### config.mk
export PLATFORM = sky130hd
export DESIGN_NAME = tcp_sched_flag_table
export DESIGN_NICKNAME = d
export VERILOG_FILES = /design/src/rtl/tcp_sched_flag_table.sv
export SDC_FILE = /design/constraint.sdc
export NUM_CORES = 1
export LEC_CHECK = 0
export ABC_AREA = 1
export BUFFER_PORTS_ARGS = -buffer_cell sky130_fd_sc_hd__buf_4
export CAP_MARGIN = 20
export CORE_UTILIZATION = 30
export DETAILED_ROUTE_END_ITERATION = 7
export SLEW_MARGIN = 20
export SYNTH_ARGS = -nofsm -noshare
export SYNTH_HDL_FRONTEND = slang
export SYNTH_SLANG_ARGS = --single-unit
### constraint.sdc
create_clock -name clk -period 3.68 [get_ports clk]
set_input_delay 0 -clock clk [delete_from_list [all_inputs] [get_ports clk]]
set_output_delay 0 -clock clk [all_outputs]
set_load 0.02 [all_outputs]
### src/rtl/tcp_sched_flag_table.sv
// Per-flow pending-flag table (retransmit / ack / data) with a round-robin scheduler
// that hands {flowid, flags} records to the packet builder. Optional macro: SCHED_RT_PRIORITY_EN.
module tcp_sched_flag_table #(
    parameter int FLOWID_W            = 3,
    parameter int SCHED_CMD_STRUCT_W  = FLOWID_W + 6,
    parameter int SCHED_DATA_STRUCT_W = FLOWID_W + 3
) (
    input  logic                           clk,
    input  logic                           rst,
    input  logic                           src_sched_cmd_val,
    input  logic [SCHED_CMD_STRUCT_W-1:0]  src_sched_cmd,
    output logic                           sched_src_cmd_rdy,
    output logic                           sched_dst_data_val,
    output logic [SCHED_DATA_STRUCT_W-1:0] sched_dst_data,
    input  logic                           dst_sched_data_rdy
);

    localparam int NUM_FLOWS = 2 ** FLOWID_W;

    typedef enum logic {
        SCAN,
        OUTPUT
    } state_t;

    state_t                         state;
    state_t                         state_next;
    logic [NUM_FLOWS-1:0]           rt_flags;
    logic [NUM_FLOWS-1:0]           ack_flags;
    logic [NUM_FLOWS-1:0]           data_flags;
    logic [NUM_FLOWS-1:0]           rt_next;
    logic [NUM_FLOWS-1:0]           ack_next;
    logic [NUM_FLOWS-1:0]           data_next;
    logic [NUM_FLOWS-1:0]           pend;
    logic [FLOWID_W-1:0]            rr_ptr;
    logic [SCHED_DATA_STRUCT_W-1:0] record;

    logic [FLOWID_W-1:0]            cmd_flow;
    logic [1:0]                     rt_cmd;
    logic [1:0]                     ack_cmd;
    logic [1:0]                     data_cmd;
    logic                           cmd_fire;

    logic [FLOWID_W-1:0]            held_flow;
    logic                           held_rt;
    logic                           held_ack;
    logic                           held_data;
    logic                           deq;

    logic [FLOWID_W:0]              pick;
    logic                           pick_found;
    logic [FLOWID_W-1:0]            pick_flow;

    // Returns {found, index} of the first set request at or after ptr, wrapping.
    function automatic logic [FLOWID_W:0] rr_pick(input logic [NUM_FLOWS-1:0] req,
                                                  input logic [FLOWID_W-1:0]  ptr);
        logic                found;
        logic [FLOWID_W-1:0] win;
        logic [FLOWID_W-1:0] idx;
        found = 1'b0;
        win   = ptr;
        for (int k = 0; k < NUM_FLOWS; k++) begin
            idx = ptr + FLOWID_W'(k);
            if (!found && req[idx]) begin
                found = 1'b1;
                win   = idx;
            end
        end
        return {found, win};
    endfunction

    function automatic logic apply_cmd(input logic cur, input logic [1:0] c);
        logic nxt;
        case (c)
            2'd0:    nxt = 1'b1;
            2'd1:    nxt = 1'b0;
            default: nxt = cur;
        endcase
        return nxt;
    endfunction

    assign cmd_flow = src_sched_cmd[SCHED_CMD_STRUCT_W-1 -: FLOWID_W];
    assign rt_cmd   = src_sched_cmd[5:4];
    assign ack_cmd  = src_sched_cmd[3:2];
    assign data_cmd = src_sched_cmd[1:0];
    assign cmd_fire = src_sched_cmd_val & ~rst;

    assign held_flow = record[SCHED_DATA_STRUCT_W-1 -: FLOWID_W];
    assign held_rt   = record[2];
    assign held_ack  = record[1];
    assign held_data = record[0];
    assign deq       = (state == OUTPUT) & dst_sched_data_rdy;

    assign pend = rt_flags | ack_flags | data_flags;

`ifdef SCHED_RT_PRIORITY_EN
    logic [FLOWID_W:0] rt_pick;
    logic [FLOWID_W:0] pend_pick;
    assign rt_pick   = rr_pick(rt_flags, rr_ptr);
    assign pend_pick = rr_pick(pend, rr_ptr);
    assign pick      = rt_pick[FLOWID_W] ? rt_pick : pend_pick;
`else
    assign pick = rr_pick(pend, rr_ptr);
`endif

    assign pick_found = pick[FLOWID_W];
    assign pick_flow  = pick[FLOWID_W-1:0];

    // Dequeue clears only the flags it reported; a same-cycle command is applied after, so it wins.
    always_comb begin
        rt_next   = rt_flags;
        ack_next  = ack_flags;
        data_next = data_flags;
        if (deq) begin
            if (held_rt)   rt_next[held_flow]   = 1'b0;
            if (held_ack)  ack_next[held_flow]  = 1'b0;
            if (held_data) data_next[held_flow] = 1'b0;
        end
        if (cmd_fire) begin
            rt_next[cmd_flow]   = apply_cmd(rt_next[cmd_flow], rt_cmd);
            ack_next[cmd_flow]  = apply_cmd(ack_next[cmd_flow], ack_cmd);
            data_next[cmd_flow] = apply_cmd(data_next[cmd_flow], data_cmd);
        end
    end

    always_comb begin
        state_next = state;
        case (state)
            SCAN:    if (pick_found) state_next = OUTPUT;
            OUTPUT:  if (dst_sched_data_rdy) state_next = SCAN;
            default: state_next = SCAN;
        endcase
    end

    always_ff @(posedge clk) begin
        if (rst) begin
            state      <= SCAN;
            rt_flags   <= '0;
            ack_flags  <= '0;
            data_flags <= '0;
            rr_ptr     <= '0;
            record     <= '0;
        end else begin
            state      <= state_next;
            rt_flags   <= rt_next;
            ack_flags  <= ack_next;
            data_flags <= data_next;
            if (state == SCAN && pick_found)
                record <= {pick_flow, rt_flags[pick_flow], ack_flags[pick_flow], data_flags[pick_flow]};
            if (deq)
                rr_ptr <= held_flow + FLOWID_W'(1);
        end
    end

    assign sched_src_cmd_rdy  = ~rst;
    assign sched_dst_data_val = (state == OUTPUT);
    assign sched_dst_data     = record;

endmodule

After elaboration in Yosys (flattened, before gate mapping)

Cells that the tools add are included.
Widths: inputs -> output; s select.

Flip-flop bits (word level): 34
Output and inout port bits: 8
Memory bits (writable): 0
Bits in latches: 0
Logic and storage cells: 128
Bits of input ports: 13
Bits in read-only memories: 0
Memories: 0

Shift operators: 0
Div/mod/pow operators: 0
Multipliers: 0
Muxes and demuxes: 68
Reduce and logical (&&, ||, !) cells: 20
Add/subtract/negate cells: 8
Magnitude comparators: 13
Equality and inequality tests: 3
Bitwise logic cells: 10

Operators by type and width:

| cell                | count |
|---|---|
| $mux 8              | 9 |
| $lt 3x4->1 const B  | 11 |
| $bmux 1 s3          | 14 |
| $mux 1              | 29 |
| $and 8x8->8         | 3 |
| $bwmux 8            | 3 |
| $mux 3              | 7 |
| $or 8x8->8          | 2 |
| $add 3x3->3 const B | 4 |
| $logic_and 1x1->1   | 10 |
| $not 8->8           | 1 |
| $pmux 1 s2          | 4 |
| $logic_not 1->1     | 7 |
| $add 3x1->3 const B | 2 |
| $add 3x2->3 const B | 2 |
| $demux 1 s3         | 2 |
| $eq 2x1->1 const B  | 3 |
| $ge 3x1->1 const B  | 2 |
| $logic_not 2->1     | 3 |
| $and 1x1->1         | 2 |
| $not 1->1           | 2 |

Depth between registers and ports, before layout

Depth in word-level cells: 28
Mapped depth: 25
Gate-level depth less buffers: 23

Least setup slack after synthesis

Ideal clock, no wire load.

Path type: reg-to-reg
Start point: reg rr_ptr[0]
End point: reg record[2], in the netlist sched_dst_data[2]
Slack: 0.982 ns
Library setup time: 0.109 ns
Buffers on the path: 2
Stages on the path, launching flop included: 22
Data required time: 3.571 ns
Data arrival time: 2.589 ns
Period minus slack after synthesis: 2.698 ns
Cells stage by stage: dfxtp_1 > inv_2 > buf_6 > ha_1 > inv_1 > nand3_1 > nand3_2 > nand2_4 > nand3_4 > nor2_4 > nand4_4 > nor2_4 > nand2_1 > buf_2 > nand3_1 > nand2_1 > nand2_1 > nand2_1 > nand2_1 > nand3_1 > nand2_1 > inv_1

Longest elaborated chain between the ends: 26
Elaborated cells between the ends (all ways): 55
Classes of those cells: add/sub: 7; mux: 33; reduce/logical: 15

RTL lines:

| what                                                                 | line | source |
|---|---|---|
| start, declared                                                      | 34   | `logic [FLOWID_W-1:0] rr_ptr;` |
| start signal, assigned                                               | 150  | `rr_ptr <= held_flow + FLOWID_W'(1);` |
| parallel branches: the longest is 26 deep, another holds $add 3x1->3 | --   |  |
| end signal, assigned                                                 | 148  | `record <= {pick_flow, rt_flags[pick_flow], ack_flags[pick_flow], data_flags[pick_flow]};` |
| end, declared                                                        | 35   | `logic [SCHED_DATA_STRUCT_W-1:0] record;` |

Parallel ways; which one is timed is not known. The select of a mux whose other input is x is not followed.
A chain may end at the register's enable or synchronous reset.

Worst setup path after layout

Start point: reg rr_ptr[1]
End point: reg record[0], in the netlist sched_dst_data[0]

The elaborated chain is that of the path after synthesis.

==> flow_results.org <==
** Outcome
- The run finished with clean final reports.

** Logic synthesis
- For this run, the number of Yosys warnings is 0.
- Number of enable-type register cells in the synthesized netlist :: 0
- Register bit total from synthesis :: 34
- The most used flip-flop cell after synthesis is sky130_fd_sc_hd__dfxtp_1.
- Synth async-reset ratio :: 0%
- Leading area contributor after synthesis :: sky130_fd_sc_hd__dfxtp_1
- The most common cell in the synthesized netlist is sky130_fd_sc_hd__nand2_1.
- Commonest cells post-synth :: 98 x sky130_fd_sc_hd__nand2_1, 80 x sky130_fd_sc_hd__nand3_1, 47 x sky130_fd_sc_hd__inv_1
- Post-synth cell types :: 33
- Yosys attributes the largest share of cell area to sky130_fd_sc_hd__dfxtp_1 25%, sky130_fd_sc_hd__nand3_1 15%, sky130_fd_sc_hd__nand2_1 13%, sky130_fd_sc_hd__o22ai_1 6.8%, sky130_fd_sc_hd__inv_1 6.4%.
- Post-synthesis instance area :: 2760 µm²
- Syn Area/Cell :: 6.34 µm²
- Synthesized Nets :: 451
- Gate Count Post-Synth :: between 400 and 500
- Portion of the post-synthesis area used by sequential elements :: 24.7%
- The top cell type by area accounts for 24.7% of the synthesized area.

** GRT
- Summed over all layers, the global routing overflow is 0.
- The first global-routing pass estimated 14.6 mm of wire.
- All-layer global routing usage :: 19.0%
- Vias in the first global route :: 2923
- Antenna violations before repair :: 0
- Largest net degree at the start of global routing :: 19

** Timing
- Setup repair after global routing missed its margin :: false
- Number of hold-slack violations in the final timing report :: 0
- Measured against its own limit, the worst slew margin works out to between 50% and 60%.
- Setup slack closes at about 0.46 ns.
- For the final database, setup skew stands at slightly above 0.003 ns.
- Highest clock rate :: roughly 310 MHz
- Total Neg Setup Slack :: 0 ns
- Final setup fails :: 0
- Final hold analysis gives a worst-case slack of 0.110 ns.
- For the pin with the worst max-slew slack, the measured transition is 0.623 ns.
- Tcrit/Tclk final :: 87.6%
- After layout, the minimum clock period comes to 3.22 ns.
- Number of pins exceeding their max-slew limit in the final report :: 0

** Clock network
- Clock insertion delay at the later pin of the skew report :: 0.30 ns
- TritonCTS built the clock tree.
- No sink is reached through more buffers than the 2 on the longest clock path.
- Clk pin slew, worst setup/hold paths :: roughly 0.080 ns
- Level count of the clock H-tree :: 2
- Once the clock tree was built, the setup fixing pass inserted 0 buffers.
- The tree is rooted in a sky130_fd_sc_hd__clkbuf_8.
- TritonCTS buffer count :: 5
- CTS saw 34 sinks.

** Floorplan
- Die height :: 97.9 µm
- The initialized floorplan defines 34 standard-cell rows.
- The die is 97.9 µm wide.
- 21 I/O pins were placed.
- For this configuration, the core starts out at a cell density of 31.3%.
- Die area :: 9580 µm²
- The core region is 8810 µm².

** Power and ir drop
- VDD sags by at most roughly 0.00024 V.
- Power comes to around 0.002 W.
- Ratio of total power to cell area :: 639 nW/µm²
- For this design the static power due to leakage is 1.33 nW.

** Worst setup path
- Kind of launch point of the worst setup path :: flop
- Crit path from :: rr_ptr[1]
- In this run the worst path has a maximum fanout of 11.
- Critical Path RT :: roughly 4 ns
- Worst r2r src :: rr_ptr[1]
- For the worst setup path, the data arrival time is ~3.5 ns.
- Setup CP Type :: flop to flop
- STA classifies the critical path endpoint as a flop.

** Placement
- In this run the tool buffered the top-level ports with 20 buffer cells.
- Setup Slack @ Placement :: 0.329 ns
- Routability-driven placement finished with a final weighted congestion of 0.908.
- Detailed placement HPWL :: 6.93 mm

** Layout
- The repair_antennas step left the layout with diodes totalling 0.
- Number of fill cells in the layout :: about 960
- In the final layout, the share of cells above drive strength 1 is between 10% and 20%.
- Signed area change from the synthesized netlist to the final layout :: 14.3%
- The final layout contains 475 nets.

** Worst hold path
- Hold WC Path Type :: primary input to flop
- The startpoint identified for the worst hold timing path is src_sched_cmd[6].

** Detailed routing
- Drt first-iter violations :: about 280
- Total wire length :: ~8.8 mm
- Summing over every cut layer, the via total after detailed routing is around 3100.
- For this run, design rule violations remaining after detail routing come to 0.
- Residual antenna-violating net count after detailed routing :: 0
- Via-to-Cell Ratio :: between 5 and 6
- First-pass iteration count of the detailed router :: 5
- Final routed wire length divided by cell count :: 15.4 µm

** Job
- The tool flagged a number of max-cap violations equal to 0.
## cell type report
class	instances	area [µm²]	area share, %
flip-flops and latches	34	682	21.6
clock buffers	5	68.8	2.18
clock inverters	3	68.8	2.18
repair buffers	25	190	6.04
inverters	52	195	6.20
multi-input cells	341	1810	57.5
well taps	108	135	4.29
## final timing paths
check	end	slack, ns	cells after the start
worst max-delay path	sched_dst_data[0]	0.46	18
worst min-delay path	ack_flags[0]	0.11	4
worst max register to register	sched_dst_data[0]	0.46	18
worst min register to register	data_flags[0]	0.55	2
## logic make-up (layout without fill, tap and decap cells)
family / after synthesis / after routing / synth area share [%]
AOI/OAI and AO/OA: 86 / 86 / 18.1
xor gates and xnor gates: 4 / 4 / 1.82
adders and majority gates: 3 / 3 / 1.36
buffers and inverters: 60 / 85 / 9.62
DFF: 34 / 34 / 24.7
and+or+nand+nor: 248 / 248 / 44.4
## worst max-delay path, stage by stage (launching register included)
cell and delay [ns]:
sky130_fd_sc_hd__dfxtp_2 0.47, sky130_fd_sc_hd__inv_1 0.16, sky130_fd_sc_hd__ha_1 0.43, sky130_fd_sc_hd__inv_1 0.19, sky130_fd_sc_hd__nand3_1 0.19, sky130_fd_sc_hd__nand3_2 0.11
sky130_fd_sc_hd__nand2_4 0.10, sky130_fd_sc_hd__nand3_4 0.10, sky130_fd_sc_hd__nor2_4 0.19, sky130_fd_sc_hd__nand4_4 0.13, sky130_fd_sc_hd__nor2_4 0.13, sky130_fd_sc_hd__nand2_1 0.23
sky130_fd_sc_hd__nand2_2 0.28, sky130_fd_sc_hd__nand2_1 0.09, sky130_fd_sc_hd__nand3_1 0.10, sky130_fd_sc_hd__o21ai_1 0.07, sky130_fd_sc_hd__nand2_1 0.06, sky130_fd_sc_hd__nand2_1 0.06
sky130_fd_sc_hd__nor2_2 0.09
## power by group
part	switching [W]	total (W)	internal, W
clock network	0.000154	0.000426	0.000271
registers	0.0000780	0.000486	0.000408
logic	0.000754	0.00110	0.000348
## what timing repair did
action	4_1_cts	5_1_grt
setup endpoints to repair	0	3
hold buffers	1	0
endpoints found under the hold margin	2	0
gates resized for setup	0	1
## layout by cell type (no fill, tap or decap), types with 2 or more instances in the layout
| cell | count |
|---|---|
| sky130_fd_sc_hd__nand2_1 | 98 |
| sky130_fd_sc_hd__nand3_1 | 80 |
| sky130_fd_sc_hd__inv_1 | 47 |
| sky130_fd_sc_hd__dfxtp_1 | 33 |
| sky130_fd_sc_hd__o21ai_0 | 32 |
| sky130_fd_sc_hd__o22ai_1 | 30 |
| sky130_fd_sc_hd__nor2_1 | 28 |
| sky130_fd_sc_hd__buf_4 | 24 |
| sky130_fd_sc_hd__a21oi_1 | 12 |
| sky130_fd_sc_hd__nor3_1 | 11 |
| sky130_fd_sc_hd__nand3_2 | 9 |
| sky130_fd_sc_hd__nand4_1 | 5 |
| sky130_fd_sc_hd__o21ai_1 | 5 |
| sky130_fd_sc_hd__clkbuf_8 | 5 |
| sky130_fd_sc_hd__inv_2 | 4 |
| sky130_fd_sc_hd__nand2_2 | 4 |
| sky130_fd_sc_hd__nor2_2 | 4 |
| sky130_fd_sc_hd__nand2_4 | 3 |
| sky130_fd_sc_hd__o32ai_1 | 3 |
| sky130_fd_sc_hd__ha_1 | 3 |
| sky130_fd_sc_hd__xnor2_2 | 2 |
| sky130_fd_sc_hd__nor2_4 | 2 |
| sky130_fd_sc_hd__o21ai_2 | 2 |
| sky130_fd_sc_hd__bufinv_16 | 2 |
## sequential cells by signal (all words and copies together), names as in the netlist
| signal | count |
|---|---|
| ack_flags | 8 |
| rt_flags | 8 |
| sched_dst_data_val | 1 |
| rr_ptr | 3 |
| sched_dst_data | 6 |
| data_flags | 8 |
## stage by stage
| step | area [µm²] | util (%) | cells |
|---|---|---|---|
| 6_report | 3150 | 35.8 | 568 |
| 4_1_cts | 3150 | 35.8 | 568 |
| 3_5_place_dp | 3000 | 34.1 | 559 |
| 3_3_place_gp | 3000 | 34.1 | 559 |
| 2_1_floorplan | 2760 | - | 435 |
| 5_1_grt | 3150 | 35.8 | 568 |
## per-layer routing
layer,GRT usage (%),vias to the layer above,routed length (µm)
met3,2.79,12,399
met5,0,-,0
met4,5.36,0,131
li1,-,1553,-
met1,25.4,1464,4110
met2,31.6,88,4130
No activity file was read; power rests on OpenSTA's default activity.
